`config.mk`:
```
export PLATFORM = sky130hd
export DESIGN_NAME = transpose_sequencer
export DESIGN_NICKNAME = d
export VERILOG_FILES = /design/src/rtl/transpose_sequencer.sv
export SDC_FILE = /design/constraint.sdc
export NUM_CORES = 1
export LEC_CHECK = 0
export ABC_AREA = 0
export CORE_ASPECT_RATIO = 0.8
export CORE_MARGIN = 2
export CORE_UTILIZATION = 47
export DETAILED_ROUTE_END_ITERATION = 10
export PLACE_DENSITY = 0.71
export SETUP_SLACK_MARGIN = 0.4
export SLEW_MARGIN = 15
export SYNTH_ARGS = -nofsm -noshare
export SYNTH_HDL_FRONTEND = slang
export SYNTH_SLANG_ARGS = --single-unit
```
`constraint.sdc`:
```
create_clock -name clk -period 3.2 [get_ports clk]
set_input_delay 0.48 -clock clk [delete_from_list [all_inputs] [get_ports clk]]
set_output_delay 0.48 -clock clk [all_outputs]
set_load 0.005 [all_outputs]
```
`src/rtl/transpose_sequencer.sv`:
```
// Sequencer for the transpose switch network: credit-gated tile injection, in-flight tracking
// and drain-before-mode-switch. Define TRANSPOSE_SEQ_STATS_EN to add tile/drain-cycle counters.
module transpose_sequencer #(
   parameter int unsigned PIPE_LAT = 8,
   parameter int unsigned CREDITS  = 4,
   parameter int unsigned TAG_W    = 4
) (
   input  logic             clk,
   input  logic             rst,
   input  logic             req_valid,
   input  logic             req_mode,
   input  logic [TAG_W-1:0] req_tag,
   output logic             req_ready,
   output logic             net_load,
   output logic             net_ctrl,
   output logic             out_valid,
   output logic [TAG_W-1:0] out_tag,
   output logic             out_mode,
   input  logic             credit_ret,
   output logic             busy,
   output logic             credit_err
`ifdef TRANSPOSE_SEQ_STATS_EN
   ,
   output logic [31:0]      stat_tiles,
   output logic [31:0]      stat_drain_cycles
`endif
);

   localparam int unsigned CNT_W = $clog2(CREDITS + 1);
   localparam int unsigned TRK_W = PIPE_LAT * TAG_W;

   typedef enum logic [1:0] {
      ST_RUN    = 2'd0,
      ST_DRAIN  = 2'd1,
      ST_SWITCH = 2'd2
   } state_t;

   state_t               state_q;
   state_t               state_d;
   logic                 net_ctrl_d;
   logic                 pend_mode_q;
   logic                 pend_mode_d;
   logic                 ready_c;
   logic [CNT_W-1:0]     credits_q;
   logic                 credits_full;
   logic                 credit_ok;
   logic                 accept;
   logic                 pipe_empty;

   // Tracker: bit/field 0 is the injection end, the top slot is the network output
   logic [PIPE_LAT-1:0]  trk_valid;
   logic [PIPE_LAT-1:0]  trk_mode;
   logic [TRK_W-1:0]     trk_tag;
   logic [PIPE_LAT:0]    valid_chain;
   logic [PIPE_LAT:0]    mode_chain;
   logic [TRK_W+TAG_W-1:0] tag_chain;

   assign pipe_empty   = (trk_valid == '0);
   assign credits_full = (credits_q == CNT_W'(CREDITS));
   assign credit_ok    = credit_ret && !credits_full;
   assign req_ready    = rst && ready_c;
   assign accept       = req_valid && req_ready;
   assign net_load     = accept;
   assign busy         = !pipe_empty || (state_q != ST_RUN);

   assign valid_chain  = {trk_valid, accept};
   assign mode_chain   = {trk_mode, accept & req_mode};
   assign tag_chain    = {trk_tag, (accept ? req_tag : TAG_W'(0))};

   assign out_valid    = trk_valid[PIPE_LAT-1];
   assign out_mode     = trk_mode[PIPE_LAT-1];
   assign out_tag      = trk_tag[TRK_W-1 -: TAG_W];

   // State, mode and pending-mode registers
   always_ff @(posedge clk) begin
      if (!rst) begin
         state_q     <= ST_RUN;
         net_ctrl    <= 1'b0;
         pend_mode_q <= 1'b0;
      end else begin
         state_q     <= state_d;
         net_ctrl    <= net_ctrl_d;
         pend_mode_q <= pend_mode_d;
      end
   end

   // Next-state and request-ready decode
   always_comb begin
      state_d     = state_q;
      net_ctrl_d  = net_ctrl;
      pend_mode_d = pend_mode_q;
      ready_c     = 1'b0;
      case (state_q)
         ST_RUN: begin
            ready_c = (credits_q != '0) && (req_mode == net_ctrl);
            if (req_valid && (req_mode != net_ctrl)) begin
               pend_mode_d = req_mode;
               state_d     = ST_DRAIN;
            end
         end
         ST_DRAIN: begin
            if (pipe_empty) begin
               state_d = ST_SWITCH;
            end
         end
         ST_SWITCH: begin
            net_ctrl_d = pend_mode_q;
            state_d    = ST_RUN;
         end
         default: begin
            state_d = ST_RUN;
         end
      endcase
   end

   // Downstream credits; a return while already full is dropped and flagged
   always_ff @(posedge clk) begin
      if (!rst) begin
         credits_q  <= CNT_W'(CREDITS);
         credit_err <= 1'b0;
      end else begin
         if (accept && !credit_ok) begin
            credits_q <= credits_q - CNT_W'(1);
         end else if (credit_ok && !accept) begin
            credits_q <= credits_q + CNT_W'(1);
         end
         if (credit_ret && credits_full) begin
            credit_err <= 1'b1;
         end
      end
   end

   // In-flight tracker shifts every cycle; the network has no stall
   always_ff @(posedge clk) begin
      if (!rst) begin
         trk_valid <= '0;
         trk_mode  <= '0;
         trk_tag   <= '0;
      end else begin
         trk_valid <= valid_chain[PIPE_LAT-1:0];
         trk_mode  <= mode_chain[PIPE_LAT-1:0];
         trk_tag   <= tag_chain[TRK_W-1:0];
      end
   end

`ifdef TRANSPOSE_SEQ_STATS_EN
   // Accept count and cycles spent away from RUN, both free-running modulo 2^32
   always_ff @(posedge clk) begin
      if (!rst) begin
         stat_tiles        <= 32'd0;
         stat_drain_cycles <= 32'd0;
      end else begin
         if (accept) begin
            stat_tiles <= stat_tiles + 32'd1;
         end
         if (state_q != ST_RUN) begin
            stat_drain_cycles <= stat_drain_cycles + 32'd1;
         end
      end
   end
`endif

endmodule
```
==> flow_summary.json, run 1 <==
{
  "status": "completed",
  "final_hold_viol_count": 0,
  "layout-drive-gt1-share_pct": 6.286,
  "synth.top_cells.by_area": "dfxtp_1 63%, and2_1 17%, buf_4 1.7%, nor4_1 1.4%, nand2_1 1.3%",
  "required_ns": 2.72,
  "cts_tree": "built",
  "worst-path-max-fanout": 4,
  "syn_to_final_growth_pct": 16.15,
  "switchingPower_uw": 261.1,
  "cts.clk_slew.worst_paths_ns": 0.09,
  "critPathArrivalTime_ns": 2.20,
  "port_buffers": 19,
  "pwr-share-clk_pct": 30.5,
  "p_int_uw": 921.6,
  "synth.distinct_cells": 29,
  "cts-root-buf": "clkbuf_8",
  "layout_worst_path_cycle_share_pct": 83.88,
  "die_h_um": 58.84,
  "synth.yosys.seq_area_share_pct": 63.46,
  "max-cap-violations": 0,
  "combinationalPowerShare_pct": 8.1,
  "final_antenna_net_count": 0,
  "gp_congestion": 0.8516,
  "core_um2": 3518,
  "fin_setup_tns_ns": 0,
  "synth_top_area_share_pct": 63.46,
  "setup_viol": 0,
  "antenna_found_initial": 0,
  "vias": 1009,
  "hold_path_depth": 1,
  "r2r_start": "state_q[1]$_SDFFE_PN0P_",
  "clk-insertion-delay-late_ns": 0.30,
  "synth_top_area_cell": "dfxtp_1",
  "grt-ovfl-total": 0,
  "synth_nets": 166,
  "diodes": 0,
  "period_needed_ns": 2.684,
  "grt_first_pass_wirelength_mm": 3.946,
  "drt_iter0_drc": 35,
  "wire_per_inst_um": 10.53,
  "ir_drop_mv": 0.2722,
  "r2r_end": "credits_q[2]$_SDFFE_PN1P_",
  "io-pin-count": 20,
  "max_freq_mhz": 372.6,
  "slew_headroom_pct": 62.28,
  "grt_max_degree": 51,
  "htree_num_levels": 2,
  "dpl.cell_count": 208,
  "layout.nets": 185,
  "die_x_um": 72.55,
  "synth.cell_area_um2": 1767,
  "slew_violations": 0,
  "p_seq_share_pct": 61.3,
  "clock-sinks": 56,
  "drcViolationCount": 0,
  "p_sw_share_pct": 22.08,
  "p_leak_uw": 0.0008229,
  "reg2reg_depth": 8,
  "avgViaCountPerCell": 4.650,
  "grt_pass1_vias": 980,
  "synthCells": 155,
  "skew_ns": 0.005975,
  "die-area_um2": 4268,
  "cts_buffers": 5,
  "wl_mm": 2.286,
  "worstSetupStartpointType": "input pin",
  "dpl.hpwl_mm": 1.567,
  "hold_end": "trk_mode[2]$_SDFF_PN0_",
  "tightest_slew_ns": 0.5615,
  "hold_path_class": "reg2reg",
  "worst_setup_path_end_kind": "output port",
  "cts_resized": 0,
  "p_per_area_nw_per_um2": 576.4,
  "ys_warn_count": 0,
  "worstHoldStart": "trk_mode[1]$_SDFF_PN0_",
  "ys_seq_elements": 56,
  "crit_type": "in2out",
  "cts.path.max_buffers": 2,
  "grt_use_total_pct": 12.30,
  "start_util_pct": 50.21,
  "rsz0062_at_grt": "false",
  "floorplan.rows": 19,
  "hold_buffers": 0,
  "reg2reg_setup_slack_ns": 0.83,
  "dr.pass1.iters": 4,
  "final-instance-count-excl-fill": 217,
  "avgSynthCellArea_um2": 11.40
}
-- how the worst max path moves through the flow --
stage                     cells past startpoint  slack (ns)  startpoint                         to
after floorplan                               8        0.88         rst  credits_q[2]$_SDFFE_PN1P_
after global placement                        9        0.34         rst  credits_q[2]$_SDFFE_PN1P_
after detailed placement                      9        0.23         rst  credits_q[2]$_SDFFE_PN1P_
after CTS                                     4        0.45         rst                   net_load
after global routing                          4        0.41         rst                   net_load
final                                         4        0.52         rst                   net_load
-- cells in the final DEF, fill, tap and decap left out --
cell type and n:
clkbuf_1 2, dfxtp_1 56, nor2b_1 2, a21boi_1 1, or3b_4 1, clkbuf_8 5, inv_1 4, xnor2_1 1
nand2_1 6, nand2b_1 1, a21bo_2 1, nand3_1 1, o21ai_0 3, nor3b_1 1, mux2i_1 1, nor4b_1 1
nor2_1 2, fa_1 1, buf_4 2, a31oi_1 1, a32o_1 1, or3_1 2, xor2_1 2, nor4_4 1
and2_1 48, nor3_1 3, clkdlybuf4s50_1 19, nor4_1 4, ha_1 1, clkinv_4 1
-- layout make-up --
class | count | area (um2)
repair buffers | 21 | 205.2
multi-input cells | 86 | 573.1
fillers | 310 | 1466
well taps | 42 | 52.55
clock inverters | 1 | 8.758
flip-flops and latches | 56 | 1121
inverters | 4 | 15.01
clock buffers | 7 | 76.32
-- power by group through the flow --
stage          combinational [uW]  clock (uW)  sequential [uW]
2_1_floorplan                63.3           0              739
3_3_place_gp                 91.0           0              740
6_report                     96.3         361              725
4_1_cts                      97.6         375              726
3_5_place_dp                 96.9           0              742
5_1_grt                       110         402              728
-- registers in the layout (all words and copies together) (netlist names) --
name         flops
pend_mode_q      1
credit_err       1
trk_mode         8
trk_valid        8
trk_tag         32
credits_q        3
net_ctrl         1
state_q          2
-- worst max-delay path, cell delays in order --
cell and delay (ns):
clkdlybuf4s50_1 0.48, or3b_4 0.42, nor4_4 0.25, clkdlybuf4s50_1 0.58
-- through the flow --
| step | util (%) | worst slack (ns) | instance area, um2 | hold WS (ns) | total power (uW) |
|---|---|---|---|---|---|
| finish | 58.32 | 0.5159 | 2052 | 0.4392 | 1183 |
| global route | 58.32 | 0.4062 | 2052 | 0.4515 | 1241 |
| CTS | 58.11 | 0.4517 | 2044 | 0.4433 | 1199 |
| detailed placement | 55.69 | 0.2271 | 1959 | 0.4189 | 838.6 |
| global placement | 55.69 | 0.3406 | 1959 | 0.4130 | 831.3 |
| floorplan | - | 0.8781 | 1767 | 0.4119 | 802.1 |
-- metal layers --
| layer | vias to the layer above | track usage, % | part of all wire [%] |
|---|---|---|---|
| met5 | - | 0 | 0 |
| met4 | 0 | 8.201 | 1.9 |
| met3 | 5 | 4.623 | 4.4 |
| met2 | 17 | 20.91 | 47 |
| met1 | 460 | 12.75 | 47 |
| li1 | 527 | - | - |
-- kinds of logic after synthesis --
| logic type | synth area share (%) |
|---|---|
| adder cells (fa/ha/maj) | 1.841 |
| flip-flops | 63.46 |
| multiplexers | 0.5666 |
| buffers and inverters | 4.107 |
| AND/OR/NAND/NOR | 25.78 |
| XOR/XNOR | 1.488 |
| AO/OA/AOI/OAI | 2.762 |
-- cells in the mapped netlist --
master         count
a31oi_1            1
inv_1              4
or3_1              2
o21ai_0            3
nor3b_1            1
buf_2              3
and2_1            48
or3b_4             1
ha_1               1
dlygate4sd1_1      1
mux2i_1            1
clkbuf_1           1
dfxtp_1           56
nor4b_1            1
nor2b_1            2
nand3_1            1
a21boi_1           1
nor4_4             1
nand2b_1           1
xnor2_1            1
nor2_1             2
nor4_1             4
fa_1               1
a21bo_2            1
a32o_1             1
buf_4              4
nand2_1            6
nor3_1             3
xor2_1             2
-- what timing repair did --
| action | CTS | global route |
|---|---|---|
| setup buffers | 0 | 1 |
| endpoints found under the hold margin | 0 | 0 |
| endpoints found under the setup margin | 0 | 2 |
(Power assumes the default switching activity.)
==> run 2, diff against run 1 <==
Settings changed: PLACE_DENSITY 0.71 to 0.73.
Clock period 3.2 ns to 2.3 ns, I/O delays scaled along.
==> run 2 against run 1 <==
- worst setup slack got worse by 0.39 ns
- clock-buffer cell count down 1
- power rose by 53%
- die area unchanged
- first-iteration DRC count grew 77%
- wire length rose by 13%
- combinational power up 73%
==> flow_summary.json, run 2 (synthesis results as in run 1) <==
{
  "cts_tree": "built",
  "p_leak_uw": 0.0009047,
  "clock-sinks": 56,
  "hold_buffers": 0,
  "die-area_um2": 4268,
  "diodes": 0,
  "layout.nets": 194,
  "final_cell_area_um2": 2196,
  "core_um2": 3518,
  "final_hold_viol_count": 0,
  "skew_ns": 0.006735,
  "cts.path.max_buffers": 2,
  "wl_mm": 2.590,
  "fillerInstances": 282,
  "setup_viol": 0,
  "rsz0062_at_grt": "true",
  "slew_violations": 0,
  "met3_usage_pct": 6.507,
  "dpl.hpwl_mm": 1.603,
  "p_per_area_nw_per_um2": 823.8,
  "antenna_found_initial": 0,
  "cts-root-buf": "clkbuf_8",
  "reg_top3": "trk_tag (32), trk_mode (8), trk_valid (8)",
  "grt_busiest_layer": "met2",
  "cpMostUsedCell": "inv_2",
  "drt_iter0_drc": 62,
  "mostFrequentLayoutCells": "52 x dfxtp_1, 48 x and2_1, 14 x clkdlybuf4s50_1, 10 x buf_4, 6 x nand2_1",
  "layout-drive-gt1-share_pct": 20.65,
  "worst-path-max-fanout": 3,
  "path_delay_family": "simple AND/OR/NAND/NOR gates",
  "grt_pass1_vias": 1007,
  "start_util_pct": 50.21,
  "max_stage_delay_ns": 0.53,
  "post_dp_cell_area_um2": 1993,
  "cp.buffers_inverters": 3,
  "die_h_um": 58.84,
  "ir_drop_mv": 0.4486,
  "clk-insertion-delay-late_ns": 0.30,
  "grt_use_total_pct": 13.98,
  "top_register": "trk_tag",
  "met2_usage_pct": 22.99,
  "vias": 1055,
  "cts.clk_slew.worst_paths_ns": 0.09,
  "grt-ovfl-total": 0,
  "slew_headroom_pct": 72.72,
  "grt_use_met1_pct": 15.98,
  "dr.pass1.iters": 5,
  "wire_per_inst_um": 11.46,
  "layout_commonest_cell": "dfxtp_1",
  "cts_buffers": 5,
  "critPathArrivalTime_ns": 2.41,
  "port_buffers": 19,
  "fin_setup_tns_ns": 0,
  "syn_to_final_growth_pct": 24.29,
  "worstSetupStartpointType": "input pin",
  "floorplan.rows": 19,
  "htree_num_levels": 2,
  "gp_congestion": 0.9018,
  "max-cap-violations": 0,
  "worst_setup_path_end_kind": "flop",
  "required_ns": 2.54,
  "largest_reg_flops": 32,
  "crit_type": "in2reg",
  "io-pin-count": 20,
  "hold_path_class": "reg2reg",
  "grt_max_degree": 51,
  "multi_input_area_um2": 620.6,
  "die_x_um": 72.55,
  "holdWs_ns": 0.4352,
  "avgViaCountPerCell": 4.668,
  "grt_first_pass_wirelength_mm": 4.450,
  "max_freq_mhz": 460.1,
  "crit_chain": "clkdlybuf4s50_1, inv_2, nor4_4, ha_2, inv_2, fa_2, xor2_1, or3_1, nand3_1",
  "layout_worst_path_cycle_share_pct": 94.50,
  "regArea_um2": 1131,
  "tightest_slew_ns": 0.4070,
  "final_antenna_net_count": 0,
  "period_needed_ns": 2.173,
  "crit_slowest_cell": "clkdlybuf4s50_1",
  "drcViolationCount": 0,
  "status": "completed"
}
-- run 2: power by group --
part,internal (uW),switching [uW]
combinational,89.6,77.7
sequential,991,19.0
clock,329,302
total,1410,399
-- run 2: metrics by stage --
stage | setup slack [ns] | util [%] | std cells | total power, uW
6_report | 0.1266 | 62.41 | 226 | 1809
5_1_grt | 0.04366 | 62.41 | 226 | 1897
4_1_cts | -0.09685 | 61.84 | 225 | 1811
3_5_place_dp | -0.3851 | 56.65 | 212 | 1178
3_3_place_gp | -0.2874 | 56.65 | 212 | 1169
2_1_floorplan | 0.09587 | - | 155 | 1120
-- run 2: routing by layer --
metal  routed length (um)  share of wire, %
met5                    0                 0
met4                   38               1.5
met3                  103               4.0
met2                 1245                48
met1                 1203                46
-- run 2: cell type report --
type / count / share of cell area (%)
sequential: 56 / 51.51
multi-input combinational: 86 / 28.26
timing repair buffer: 30 / 12.08
clock buffer: 6 / 3.305
tap: 42 / 2.393
clock inverter: 2 / 1.766
inverter: 4 / 0.6838
-- run 2: path summary, 6_finish.rpt --
path	startpoint	end	slack, ns	cells past startpoint
min reg2reg	trk_tag[14]$_SDFF_PN0_	trk_tag[18]$_SDFF_PN0_	0.44	1
max	req_valid	credits_q[2]$_SDFFE_PN1P_	0.13	9
max reg2reg	state_q[1]$_SDFFE_PN0P_	credits_q[2]$_SDFFE_PN1P_	0.15	8
min	trk_tag[14]$_SDFF_PN0_	trk_tag[18]$_SDFF_PN0_	0.44	1
-- run 2: worst reg2reg max path: stages, from the launching register on --
cell     delay, ns
dfxtp_4       0.35
or3b_4        0.41
nor4_4        0.17
ha_2          0.23
inv_2         0.04
fa_2          0.33
xor2_1        0.16
or3_1         0.31
nand3_1       0.10
-- run 2: what timing repair did --
item                       in CTS  in global routing
gates resized for setup        27                  3
setup buffers                   5                  1
pin swaps                      10                  9
setup endpoints to repair       5                  4
==> RTL change 1 (flow settings as in run 2) <==
Register the output `credit_err` once more, cleared by the reset; this adds one clock of latency there. The other outputs are not delayed to match.
--- a/src/rtl/transpose_sequencer.sv
+++ b/src/rtl/transpose_sequencer.sv
@@ -34,6 +34,8 @@
       ST_DRAIN  = 2'd1,
       ST_SWITCH = 2'd2
    } state_t;
+
+   logic credit_err_s0;
 
    state_t               state_q;
    state_t               state_d;
@@ -117,7 +119,7 @@
    always_ff @(posedge clk) begin
       if (!rst) begin
          credits_q  <= CNT_W'(CREDITS);
-         credit_err <= 1'b0;
+         credit_err_s0 <= 1'b0;
       end else begin
          if (accept && !credit_ok) begin
             credits_q <= credits_q - CNT_W'(1);
@@ -125,7 +127,7 @@
             credits_q <= credits_q + CNT_W'(1);
          end
          if (credit_ret && credits_full) begin
-            credit_err <= 1'b1;
+            credit_err_s0 <= 1'b1;
          end
       end
    end
@@ -160,4 +162,12 @@
    end
 `endif
 
+   always_ff @(posedge clk) begin
+      if (!rst) begin
+         credit_err <= '0;
+      end else begin
+         credit_err <= credit_err_s0;
+      end
+   end
+
 endmodule
Behaviour: not the same (Yosys sat finds a counterexample within 4 cycles, from zero or initial values and one cycle with rst low).
==> RTL change 1 against run 2 <==
Area after synthesis is 1.2% higher. Sequential cell count is 1 higher. Setup slack worse by 0.0044 ns. Count of clock-buffer cells in the layout is 7 higher. Clock skew hardly changed. Critical path depth stayed put. Power is 12% higher. Combinational power is 25% higher. Global-route usage is 1.5 points higher. Wire length is 12% higher. Via count is 5.1% higher. Final area is 9.8% higher.
==> RTL change 1: results (changes against run 2) <==
* Port bufs at 19 (unchanged)
* Yosys Warn Count at 0 (unchanged)
* Placed cell count at 216 (+1.9%)
* Via density at 4.490 (-3.8%)
* Post-synth top cells: dfxtp_1, and2_1, nand2_1
* Delay-heaviest family, CP: simple AND/OR/NAND/NOR gates
* WL per Instance at 11.75 µm (+2.6%)
* All-Layer GR Usage at 15.51% (+1.5 points)
* Synth cell types at 28 (-3.4%)
* Async set-reset flop share out of synthesis at 0% (unchanged)
* Antenna violations before repair at 0 (unchanged)
* Slew HR at 65.96% (-6.8 points)
* Synth Instances at 157 (+1.3%)
* Post-DP HPWL at 1567 µm (-2.3%)
* Largest net degree at the start of global routing at 52 (+2.0%)
* Ranking of synthesized cells by area: dfxtp_1, and2_1, buf_4
* Global placer's final weighted congestion at 0.8623 (-4.4%)
* Worst-path clk slew at 0.06 ns (-0.03 ns)
* Clock tree buffer depth at 2 (unchanged)
* Max VDD drop at 0.0005435 V (+21%)
* Multi-input logic area at 644.4 µm² (+3.8%)
* Initial DRC count at 14 (-77%)
* Synthesized net count at 168 (+1.2%)
* CP Max Fanout at 2 (-1)
* Post-DP Area at 2022 µm² (+1.4%)
* Clk Latency, worst-skew pair at 0.32 ns (+0.02 ns)
* Number of non-filler instances in the completed layout at 247 (+9.3%)
* CTS H-tree lvls at 3 (+1)
* Max reg flops at 32 (unchanged)
* DR pass1 iterations at 2 (-3)
* First-pass GRT wire length at 4602 µm (+3.4%)
* Regs by FF count: trk_tag x32, trk_mode x8, trk_valid x8
* Slowest stage cell, crit path: or3b_4
* CTS root buf: clkbuf_8
* Leakage at 1.021 nW (+13%)
* Post-synthesis sequential area ratio at 63.82% (+0.36 points)
* Critical path arrival at 2.44 ns (+0.03 ns)
* CTS Buf Count at 9 (+4)
* Status: finished, final reports clean
* Placement Setup Slack at -0.3795 ns (+0.005648 ns)
* Share of layout cells above drive strength 1 at 26.60% (+5.9 points)
* Fillcell total at 286 (+1.4%)
* Vias in the first global route at 1041 (+3.4%)
* Worst path max stage delay at 0.41 ns (-0.12 ns)
* Hold Path Class: input port to register
* Post-layout net count at 209 (+7.7%)
* N_diodes at 0 (unchanged)
* Setup Skew at 0.006769 ns (+0.00003350 ns)
-- RTL change 1: timing repair --
| item | CTS | global route |
|---|---|---|
| hold buffers | 0 | 0 |
| endpoints found under the setup margin | 5 | 8 |
| gates cloned | 0 | 0 |
| pin swaps | 5 | 4 |
| resized for setup | 28 | 13 |
| setup buffers | 13 | 2 |
-- RTL change 1: kinds of logic after synthesis --
kind of cell               after synthesis  synth area share, %
AOI/OAI and AO/OA                        7                2.729
xor gates and xnor gates                 3                1.470
adders and majority gates                2                1.819
buffers and inverters                   13                3.779
DFF                                     57                63.82
muxes                                    1               0.5599
and+or+nand+nor                         74                25.82
-- RTL change 1: layout make-up --
class	count	share of cell area [%]
Clock buffer	13	6.591
Clock inverter	3	0.6227
Inverter	4	0.6227
Tap cell	44	2.283
Timing Repair Buffer	39	15.36
Multi-Input combinational cell	87	26.73
Sequential cell	57	47.79
-- RTL change 1: layer usage --
metal / share of wire [%] / vias to the layer above / GRT usage [%]
met5: 0 / - / 0
met4: 1.1 / 0 / 7.143
met3: 4.7 / 4 / 10.71
met2: 53 / 22 / 25.19
met1: 41 / 508 / 15.28
li1: - / 575 / -
-- RTL change 1: report_power, final --
part | internal, mW | leakage, nW | switching [mW]
clock network | 0.444 | 0.0932 | 0.348
logic | 0.121 | 0.464 | 0.0876
registers | 1.01 | 0.464 | 0.0191
-- RTL change 1: worst paths after layout --
kind                                  from           end  slack, ns  depth (start not counted)
worst max register to register  state_q[1]  credits_q[2]       0.12                          9
worst min-delay path              req_mode   trk_mode[0]       0.35                          3
worst max-delay path            state_q[1]  credits_q[2]       0.12                          9
worst min register to register  trk_tag[1]    trk_tag[5]       0.42                          1
-- RTL change 1: worst register-to-register path, cell delays in order (launching register included) --
cell and delay, ns:
dfxtp_4 0.34, or3b_4 0.41, nor4_4 0.16, buf_4 0.17, ha_4 0.14, inv_2 0.03
fa_2 0.32, xor2_1 0.15, or3_1 0.31, nand3_1 0.09
==> RTL change 2 (settings of run 2) <==
Without the edit above. The parameter `PIPE_LAT` goes from 8 to 16.
--- a/src/rtl/transpose_sequencer.sv
+++ b/src/rtl/transpose_sequencer.sv
@@ -1,7 +1,7 @@
 // Sequencer for the transpose switch network: credit-gated tile injection, in-flight tracking
 // and drain-before-mode-switch. Define TRANSPOSE_SEQ_STATS_EN to add tile/drain-cycle counters.
 module transpose_sequencer #(
-   parameter int unsigned PIPE_LAT = 8,
+   parameter int unsigned PIPE_LAT = 16,
    parameter int unsigned CREDITS  = 4,
    parameter int unsigned TAG_W    = 4
 ) (
Check against the original RTL: not equivalent (Yosys sat finds a counterexample within 10 cycles, from zero or initial values and one cycle with rst low).
==> RTL change 2 against run 2 <==
The flow now finishes with violations (setup timing). First-iteration DRC count grew 24%. Non-clock buffer count up 16. Sequential cell count increased by 48. Final area rose by 72%. Power up 68%. Wire length rose by 70%. Area after synthesis rose by 73%. Setup slack lost 0.13 ns. Largest cell class unchanged. Highest routed layer unchanged.
==> RTL change 2: results (changes against run 2) <==
* Status: finished with violations
* Failing checks: setup timing
* DR pass1 iterations at 4 (-1)
* Total Routed Length at 4396 µm (+70%)
* Clock tree buffer depth at 2 (unchanged)
* Clk Latency, worst-skew pair at 0.36 ns (+0.06 ns)
* Post-DP HPWL at 2195 µm (+37%)
* Fillcell total at 535 (+90%)
* Yosys Warn Count at 0 (unchanged)
* GR Layer Usage met2 at 19.86% (-3.1 points)
* Setup Skew at 0.005983 ns (-0.0007520 ns)
* Antenna violations before repair at 0 (unchanged)
* Port bufs at 19 (unchanged)
* Post-synth top cells: dfxtp_1, and2_1, buf_2
* Routed vias at 1690 (+60%)
* CTS root buf: clkbuf_8
* Worst setup margin at -0.0007245 ns (-0.1273 ns)
* Synth cell types at 30 (+3.4%)
* CTS H-tree lvls at 3 (+1)
* First-pass GRT wire length at 7113 µm (+60%)
* Hold Path Class: register to register
* Final setup violation count at 1 (+1)
* Vias in the first global route at 1582 (+57%)
* Largest net degree at the start of global routing at 100 (+96%)
* Ranking of synthesized cells by area: dfxtp_1, and2_1, buf_2
* Post-DP Area at 3318 µm² (+66%)
* Worst Tran Pin Value at 0.6345 ns (+0.2276 ns)
* Async set-reset flop share out of synthesis at 0% (unchanged)
* Critical path arrival at 2.59 ns (+0.18 ns)
* Share of layout cells above drive strength 1 at 19.48% (-1.2 points)
* Met3 usage in global routing at 6.330% (-0.18 points)
* Initial DRC count at 77 (+24%)
* Regs by FF count: trk_tag x64, trk_mode x16, trk_valid x16
* Post-synthesis sequential area ratio at 67.95% (+4.5 points)
* Setup TNS at -0.0007245 ns (-0.0007245 ns)
* Worst-path clk slew at 0.09 ns (about the same)
* Max VDD drop at 0.0005422 V (+21%)
* Post-layout net count at 314 (+62%)
* Synthesized net count at 271 (+63%)
* CP Max Fanout at 2 (-1)
* Leakage at 1.559 nW (+72%)
* Dominant synthesized flop cell: dfxtp_1
* All-Layer GR Usage at 13.25% (-0.73 points)
* Hold-fix buffers, CTS at 0 (unchanged)
* Global placer's final weighted congestion at 0.6581 (-27%)
* Met1 Usage GRT at 15.50% (-0.48 points)
* N_diodes at 0 (unchanged)
* CTS Buf Count at 9 (+4)
* Max reg flops at 64 (+100%)
[RTL change 2: logic make-up (layout without fill, tap and decap cells)]
kind of cell	Yosys count	count (layout)	synth area share, %
AOI/OAI and AO/OA	7	7	1.552
xor gates and xnor gates	3	3	0.8576
adders and majority gates	2	2	1.062
buffers and inverters	19	67	3.144
DFF	104	104	67.95
muxes	1	1	0.3267
and+or+nand+nor	124	124	25.11
[RTL change 2: what timing repair did]
action | CTS | global route
resized for setup | 17 | 25
pin swaps | 8 | 7
endpoints found under the setup margin | 5 | 7
buffers inserted | 16 | 6
[RTL change 2: layout make-up]
class | count | area, µm² | area share (%)
sequential | 104 | 2093 | 55.58
multi-input combinational | 137 | 957.2 | 25.42
timing repair buffer | 46 | 424.2 | 11.26
clock buffer | 14 | 152.6 | 4.053
tap | 84 | 105.1 | 2.791
inverter | 5 | 18.77 | 0.4983
clock inverter | 2 | 15.01 | 0.3987
[RTL change 2: metrics by stage]
stage | hold WS, ns | setup slack, ns | power (mW) | std cells
2_1_floorplan | 0.4119 | 0.1134 | 1.979 | 260
3_3_place_gp | 0.4137 | -0.2274 | 2.032 | 354
3_5_place_dp | 0.4185 | -0.2893 | 2.035 | 354
4_1_cts | 0.4359 | 0.05614 | 3.050 | 386
5_1_grt | 0.4396 | -0.07462 | 3.190 | 392
6_report | 0.4326 | -0.0007245 | 3.047 | 392
[RTL change 2: critical path, cell delays in order (launching register included)]
cell,delay (ns)
dfxtp_4,0.35
or3b_4,0.40
nor4_4,0.30
buf_4,0.17
ha_4,0.13
inv_2,0.03
fa_2,0.32
xor2_1,0.15
or3_1,0.30
nand3_1,0.08
[RTL change 2: routing by layer]
metal,vias up,routed length [µm]
li1,892,-
met1,769,2035
met2,24,2103
met3,5,197
met4,0,60
met5,-,0
[RTL change 2: final timing paths]
| check | cells after the start | to | from |
|---|---|---|---|
| worst max-delay path | 9 | credits_q[2] | state_q[1] |
| worst min-delay path | 1 | trk_mode[9] | trk_mode[8] |
| worst max register to register | 9 | credits_q[2] | state_q[1] |
| worst min register to register | 1 | trk_mode[9] | trk_mode[8] |
[RTL change 2: where the power goes]
part | total, mW | internal, mW | leakage, nW | switching [mW]
sequential | 1.84 | 1.82 | 0.842 | 0.0187
clock | 0.973 | 0.425 | 0.0769 | 0.548
combinational | 0.235 | 0.136 | 0.640 | 0.0989
